**src/rtl/clock_time_ctrl.sv**
```systemverilog
// ============================================================================
// clock_time_ctrl
// ----------------------------------------------------------------------------
// Time-of-day sequencer for a cascaded BCD clock (ss, mm mod 60; hh mod HOURS).
// A 1 Hz tick advances the whole chain in a single clock edge, so every carry
// between fields is synchronous and there is no ripple across cycles. A small
// mode FSM (RUN -> SET_HR -> SET_MIN -> RUN) stops the chain and lets a single
// increment button set the hours and then the minutes.
//
// Parameters
//   HOURS     hour modulus, 24 (00..23) or 12 (00..11)
// Ports
//   clk       system clock, rising-edge active
//   rst_n     asynchronous reset, active-low
//   tick      1-cycle pulse, advances seconds in RUN, toggles blink in SET
//   mode_btn  1-cycle pulse, advances the mode FSM
//   inc_btn   1-cycle pulse, increments the selected field in SET modes
//   sec_lo/sec_hi, min_lo/min_hi, hr_lo/hr_hi   BCD time digits (registers)
//   mode      00 RUN, 01 SET_HR, 10 SET_MIN
//   blink     display-blank strobe for the field being set
//   day_co    1-cycle pulse when RUN wraps from HOURS-1:59:59 to 00:00:00
// ============================================================================
module clock_time_ctrl #(
    parameter int HOURS = 24
) (
    input  logic       clk,
    input  logic       rst_n,
    input  logic       tick,
    input  logic       mode_btn,
    input  logic       inc_btn,
    output logic [3:0] sec_lo,
    output logic [2:0] sec_hi,
    output logic [3:0] min_lo,
    output logic [2:0] min_hi,
    output logic [3:0] hr_lo,
    output logic [1:0] hr_hi,
    output logic [1:0] mode,
    output logic       blink,
    output logic       day_co
);

    typedef enum logic [1:0] {
        RUN     = 2'b00,
        SET_HR  = 2'b01,
        SET_MIN = 2'b10
    } mode_e;

    // Last legal hour split into BCD digits (23 -> 2/3, 11 -> 1/1).
    localparam logic [1:0] HR_MAX_HI = 2'((HOURS - 1) / 10);
    localparam logic [3:0] HR_MAX_LO = 4'((HOURS - 1) % 10);

    mode_e      mode_q, mode_d;
    logic [3:0] sec_lo_q, sec_lo_d;
    logic [2:0] sec_hi_q, sec_hi_d;
    logic [3:0] min_lo_q, min_lo_d;
    logic [2:0] min_hi_q, min_hi_d;
    logic [3:0] hr_lo_q, hr_lo_d;
    logic [1:0] hr_hi_q, hr_hi_d;
    logic       blink_q, blink_d;
    logic       day_co_q, day_co_d;

    logic sec_last, min_last, hr_last;
    logic adv_sec, adv_min, adv_hr, clr_sec;

    always_comb begin
        // NOTE: every variable gets a default first so no path leaves one
        // unassigned; a missing default here would infer a latch.
        mode_d   = mode_q;
        sec_lo_d = sec_lo_q;
        sec_hi_d = sec_hi_q;
        min_lo_d = min_lo_q;
        min_hi_d = min_hi_q;
        hr_lo_d  = hr_lo_q;
        hr_hi_d  = hr_hi_q;
        blink_d  = blink_q;
        day_co_d = 1'b0;
        adv_sec  = 1'b0;
        adv_min  = 1'b0;
        adv_hr   = 1'b0;
        clr_sec  = 1'b0;

        sec_last = (sec_hi_q == 3'd5) && (sec_lo_q == 4'd9);
        min_last = (min_hi_q == 3'd5) && (min_lo_q == 4'd9);
        hr_last  = (hr_hi_q == HR_MAX_HI) && (hr_lo_q == HR_MAX_LO);

        case (mode_q)
            RUN: begin
                blink_d = 1'b0;
                // All carries are decided from the current state, so the whole
                // cascade lands in the same edge as the tick.
                if (tick) begin
                    adv_sec  = 1'b1;
                    adv_min  = sec_last;
                    adv_hr   = sec_last && min_last;
                    day_co_d = sec_last && min_last && hr_last;
                end
                if (mode_btn) mode_d = SET_HR;
            end
            SET_HR: begin
                // mode_btn takes precedence; a coincident inc_btn is dropped.
                if (mode_btn) begin
                    mode_d  = SET_MIN;
                    blink_d = 1'b0;
                end else if (inc_btn) begin
                    adv_hr  = 1'b1;
                    blink_d = 1'b0;
                end else if (tick) begin
                    blink_d = ~blink_q;
                end
            end
            SET_MIN: begin
                if (mode_btn) begin
                    mode_d  = RUN;
                    blink_d = 1'b0;
                    clr_sec = 1'b1;
                end else if (inc_btn) begin
                    adv_min = 1'b1;
                    blink_d = 1'b0;
                end else if (tick) begin
                    blink_d = ~blink_q;
                end
            end
            default: begin
                mode_d  = RUN;
                blink_d = 1'b0;
            end
        endcase

        if (adv_sec) begin
            if (sec_lo_q == 4'd9) begin
                sec_lo_d = 4'd0;
                sec_hi_d = (sec_hi_q == 3'd5) ? 3'd0 : sec_hi_q + 3'd1;
            end else begin
                sec_lo_d = sec_lo_q + 4'd1;
            end
        end

        // Minute and hour increments wrap locally; carries only come from the
        // RUN cascade above, never from a SET-mode increment.
        if (adv_min) begin
            if (min_lo_q == 4'd9) begin
                min_lo_d = 4'd0;
                min_hi_d = (min_hi_q == 3'd5) ? 3'd0 : min_hi_q + 3'd1;
            end else begin
                min_lo_d = min_lo_q + 4'd1;
            end
        end

        if (adv_hr) begin
            if (hr_last) begin
                hr_lo_d = 4'd0;
                hr_hi_d = 2'd0;
            end else if (hr_lo_q == 4'd9) begin
                hr_lo_d = 4'd0;
                hr_hi_d = hr_hi_q + 2'd1;
            end else begin
                hr_lo_d = hr_lo_q + 4'd1;
            end
        end

        if (clr_sec) begin
            sec_lo_d = 4'd0;
            sec_hi_d = 3'd0;
        end
    end

    // NOTE: state registers use non-blocking assignments so every flop samples
    // the pre-edge values computed above, independent of statement order.
    always_ff @(posedge clk or negedge rst_n) begin
        if (!rst_n) begin
            mode_q   <= RUN;
            sec_lo_q <= 4'd0;
            sec_hi_q <= 3'd0;
            min_lo_q <= 4'd0;
            min_hi_q <= 3'd0;
            hr_lo_q  <= 4'd0;
            hr_hi_q  <= 2'd0;
            blink_q  <= 1'b0;
            day_co_q <= 1'b0;
        end else begin
            mode_q   <= mode_d;
            sec_lo_q <= sec_lo_d;
            sec_hi_q <= sec_hi_d;
            min_lo_q <= min_lo_d;
            min_hi_q <= min_hi_d;
            hr_lo_q  <= hr_lo_d;
            hr_hi_q  <= hr_hi_d;
            blink_q  <= blink_d;
            day_co_q <= day_co_d;
        end
    end

    assign sec_lo = sec_lo_q;
    assign sec_hi = sec_hi_q;
    assign min_lo = min_lo_q;
    assign min_hi = min_hi_q;
    assign hr_lo  = hr_lo_q;
    assign hr_hi  = hr_hi_q;
    assign mode   = mode_q;
    assign blink  = blink_q;
    assign day_co = day_co_q;

endmodule

```
**config.mk**
```make
export PLATFORM = sky130hd
export DESIGN_NAME = clock_time_ctrl
export DESIGN_NICKNAME = d
export VERILOG_FILES = /design/src/rtl/clock_time_ctrl.sv
export SDC_FILE = /design/constraint.sdc
export NUM_CORES = 1
export LEC_CHECK = 0
export BUFFER_PORTS_ARGS = -buffer_cell sky130_fd_sc_hd__buf_4
export CORE_MARGIN = 3
export CORE_UTILIZATION = 50
export DETAILED_ROUTE_END_ITERATION = 16
export HOLD_SLACK_MARGIN = 0.1
export PLACE_DENSITY = 0.79
export SYNTH_ARGS = -nofsm -noshare
export SYNTH_HDL_FRONTEND = slang
export SYNTH_SLANG_ARGS = --single-unit
```
**constraint.sdc**
```tcl
create_clock -name clk -period 3.3 [get_ports clk]
set_input_delay 0.66 -clock clk [delete_from_list [all_inputs] [get_ports clk]]
set_output_delay 0.66 -clock clk [all_outputs]
set_load 0.02 [all_outputs]
```
# Word-level counts from Yosys, hierarchy flattened
# Cells that the tools add are included.
# W data, S select, Z words.
# op_classes
n_mul	0
reduce_logical	14
div	0
muxes	33
shift	0
n_addsub	6
n_eq_ne	13
n_bitwise	1
order_cmp	0
# op_table
operator	count
$mux W4	6
$mux W3	5
$mux W1	14
$add A4 B1 Y4 const B	3
$eq A4 B4 Y1 const B	3
$mux W2	5
$add A3 B1 Y3 const B	2
$eq A3 B3 Y1 const B	2
$ne A2 B2 Y1 const B	3
$pmux W2 S3	1
$reduce_and A2 Y1	3
$reduce_bool A2 Y1	3
$logic_and A1 B1 Y1	5
$eq A2 B2 Y1 const B	2
$eq A4 B2 Y1 const B	1
$ne A4 B1 Y1 const B	1
$pmux W1 S2	2
$reduce_and A3 Y1	1
$add A2 B1 Y2 const B	1
$eq A2 B1 Y1 const B	1
$logic_not A2 Y1	1
$reduce_or A2 Y1	1
$not A1 Y1	1
# totals
out_inout_bits	24
latch_bits	0
ramBits	0
word_cells	76
mem_bits_ro	0
input_bits	5
mem_count	0
regBits	24

# Depth between registers and ports, before layout
# logic_depth
word_depth	6
mapped_depth	6
depth_no_buf	6

# Least setup slack after synthesis
# No wires, ideal clock.
# synth_timing
path_type	register to register
startpoint	reg mode_q[1] (netlist: mode[1])
endpoint	reg min_hi_q[1] (netlist: min_hi[1])
synth_period_minus_slack_ns	2.041
required_time_ns	3.175
stages_incl_launch_ff	7
slack_ns	1.259
t_arrival_ns	1.916
path_buffers	0
setup_time_ns	0.125
cell_sequence	dfrtp_1 -> inv_1 -> ha_1 -> nand4b_4 -> o21ai_1 -> and3_2 -> mux2_2
# synth_between
elab_chain_cells	3
elab_cells_between_ends	4
classes_between	eq/ne: 1; mux: 1; reduce/logical: 2
# synth_lines
item	line_no	text
start: declaration	52	mode_e mode_q, mode_d;
start signal: assignment	181	mode_q <= mode_d;
$eq A2 B2 Y1 or $logic_not A2 Y1 (tied branches)	86	case (mode_q)
$pmux W1 S2 *	86	
$reduce_and A2 Y1 (no line) *	-	
end signal: assignment	185	min_hi_q <= min_hi_d;
end: declaration	56	logic [2:0] min_hi_q, min_hi_d;
# Mark *: on every way between the ends. The rest lies on a longest branch, timed or not.
# A chain may end at the register's enable or synchronous reset.

# Worst setup path after layout
# Ends and elaborated chain as after synthesis.

==> impl_metrics.csv <==
group,metric,value,unit
outcome,outcome,"complete, no violations",
detailed_routing,drtIter0Drc,29,
critical_path,path_class,"reg -> reg",
yosys,synth_warnings,0,
die,rows,18,
global_routing,grt_max_degree,25,
finish,area_growth,20.7,%
placement,dp.cells,188,
detailed_routing,drc,0,
detailed_routing,drt-total-wl,2660,µm
die,die_w,57.7,µm
clocking,clkSinkCount,24,
critical_path,cp-start-kind,"flop",
yosys,async_flop_share,100,%
critical_path,cp_data_arrival_time,2380,ps
pwr,vdd_drop_max,0.000573,V
global_routing,global_route.overflow_total,0,
yosys,synth_area,0.00134,mm²
clocking,cts_tree,"done",
finish,drive_gt1_share,26.5,%
placement,globalplace.congestion,0.792,
min_path,hold_class,"in -> async",
timing,drv_slew,0,
clocking,cts_hold_buf,0,
placement,post_dp_cell_area,0.00158,mm²
detailed_routing,wl_per_cell,13.9,µm
placement,place_ws,1180,ps
critical_path,required,3520,ps
die,start_util,53.5,%
timing,finClkSkew,5.01,ps
clocking,clk_latency,310,ps
global_routing,grt_pass1_wl,4520,µm
finish,stdcell_area,0.00161,mm²
timing,max_freq,0.463,GHz
clocking,clk_pin_slew,130,ps
yosys,synth_cell_types,43,
pwr,p_per_area,744,mW/mm²
clocking,clock_path_buffers,2,
detailed_routing,detailroute.via_count,1089,
clocking,root_buffer,"clkbuf_4",
clocking,cts_buffers,3,
die,design.die.area,0.00333,mm²
die,design.core.area,0.00250,mm²
global_routing,grt_pass1_vias,1029,
timing,setup_ws,1140,ps
finish,final_cell_mix,"buf_4, dfrtp_1, nor2_1",
timing,tns,0,ps
timing,worstMarginPinSlew,489,ps
timing,slew_headroom,67.2,%
yosys,seq_area_frac_synth,44.9,%
finish,num-fill-cells,212,
critical_path,crit_fanout,7,
detailed_routing,first_pass_iters,4,
pwr,finalPower,1.20,mW
timing,fin_crit_sh,65.5,%
clocking,cts.repair.resized,0,
global_routing,antenna_found_initial,0,
timing,setup_viol,0,
job,cap_viol_max_count,0,
timing,holdWs,216,ps
clocking,cts_setup_buffers,0,
die,die_height,57.7,µm
finish,layout_commonest_cell,"buf_4",
detailed_routing,drtAntennaViolNets,0,
placement,io_buffers,28,
yosys,synth_edf_count,0,
critical_path,end_kind,"flop",
finish,stdcell_count,192,
detailed_routing,avgViaCountPerCell,5.67,
finish,fin_util,64.6,%
yosys,syn_nets,143,
timing,hold_viol_final,0,
global_routing,grt_use_total,17.2,%
finish,fin_nets,174,
yosys,ys.flop_type,"dfrtp_1",
clocking,htreeDepth,1,
timing,rsz0062_at_grt,"false",
die,io-pin-count,29,
placement,dpl.hpwl,2010,µm
pwr,leakage,0.772,nW
yosys,syn_inst,132,
finish,diodes,0,
yosys,synth-seq-cells,24,
yosys,avgSynthCellArea,10.1,µm²
timing,min_period,2160,ps
==> synth_stat cells (2+ instances only) <==
library cell / instances / area (µm²)
and2_1: 2 / 12.5
ha_1: 6 / 75.1
nand2b_1: 2 / 12.5
nor2b_1: 5 / 31.3
dfrtp_1: 24 / 601
nand3_1: 5 / 25.0
nand4b_1: 3 / 26.3
a22o_1: 2 / 17.5
nand3b_1: 3 / 22.5
nand2_1: 6 / 22.5
clkbuf_1: 2 / 7.51
xnor2_1: 4 / 35.0
nor2_1: 14 / 52.6
mux2_2: 5 / 56.3
a21oi_1: 7 / 35.0
inv_1: 6 / 22.5
nor3_1: 5 / 25.0
o21ai_0: 6 / 30.0
==> kinds of logic (layout without fill, tap and decap cells) <==
kind of cell | after synthesis | in the layout | share of synthesized area, %
AND/OR/NAND/NOR | 57 | 57 | 26.4
flip-flops | 24 | 24 | 44.9
AO/OA/AOI/OAI | 27 | 27 | 13.4
multiplexers | 5 | 5 | 4.21
adder cells (fa/ha/maj) | 6 | 6 | 5.61
buffers and inverters | 8 | 38 | 2.25
XOR/XNOR | 5 | 5 | 3.27
==> power by group <==
| part | internal, mW | switching [mW] | total, mW |
|---|---|---|---|
| Clock | 0.0674 | 0.0878 | 0.155 |
| Sequential | 0.375 | 0.126 | 0.501 |
| Combinational | 0.254 | 0.290 | 0.545 |
| Total | 0.697 | 0.504 | 1.20 |
==> path summary, 6_finish.rpt <==
| kind | from | endpoint | slack (ps) | depth (start not counted) |
|---|---|---|---|---|
| worst max-delay path | mode[1] | min_hi[1] | 1140 | 6 |
| worst min-delay path | rst_n | sec_hi[0] | 220 | 1 |
| worst max register to register | mode[1] | min_hi[1] | 1140 | 6 |
| worst min register to register | min_hi[0] | min_hi[0] | 510 | 1 |
| max in group asynchronous | rst_n | hr_lo[0] | 2850 | 1 |
| min in group clk | min_hi[0] | min_hi[0] | 510 | 1 |
==> layer usage <==
layer  up-vias  global-route usage, %  part of all wire [%]
li1        538                      -                     -
met1       522                   22.3                    44
met2        25                   28.5                    49
met3         4                   2.23                   4.8
met4         0                   7.62                   1.2
met5         -                      0                     0
==> area by class of cell <==
type	count	area [µm²]	share of cell area (%)
Inverter	6	22.5	1.40
Multi-Input combinational cell	100	707	43.8
Tap cell	30	37.5	2.33
Timing Repair Buffer	28	210	13.0
Sequential cell	24	601	37.2
Clock buffer	4	36.3	2.25
==> sequential cells by signal, indices dropped and copies added, names as in the netlist <==
| register | cells |
|---|---|
| sec_hi | 3 |
| hr_hi | 2 |
| sec_lo | 4 |
| mode | 2 |
| blink | 1 |
| min_lo | 4 |
| day_co | 1 |
| min_hi | 3 |
| hr_lo | 4 |
==> worst max-delay path, cell delays in order, from the launching register on <==
cell,delay [ps]
dfrtp_1,420
inv_1,130
ha_1,320
nand4b_4,160
o21ai_1,440
and3_2,280
mux2_2,330
Power figures use the tool's default switching activity.
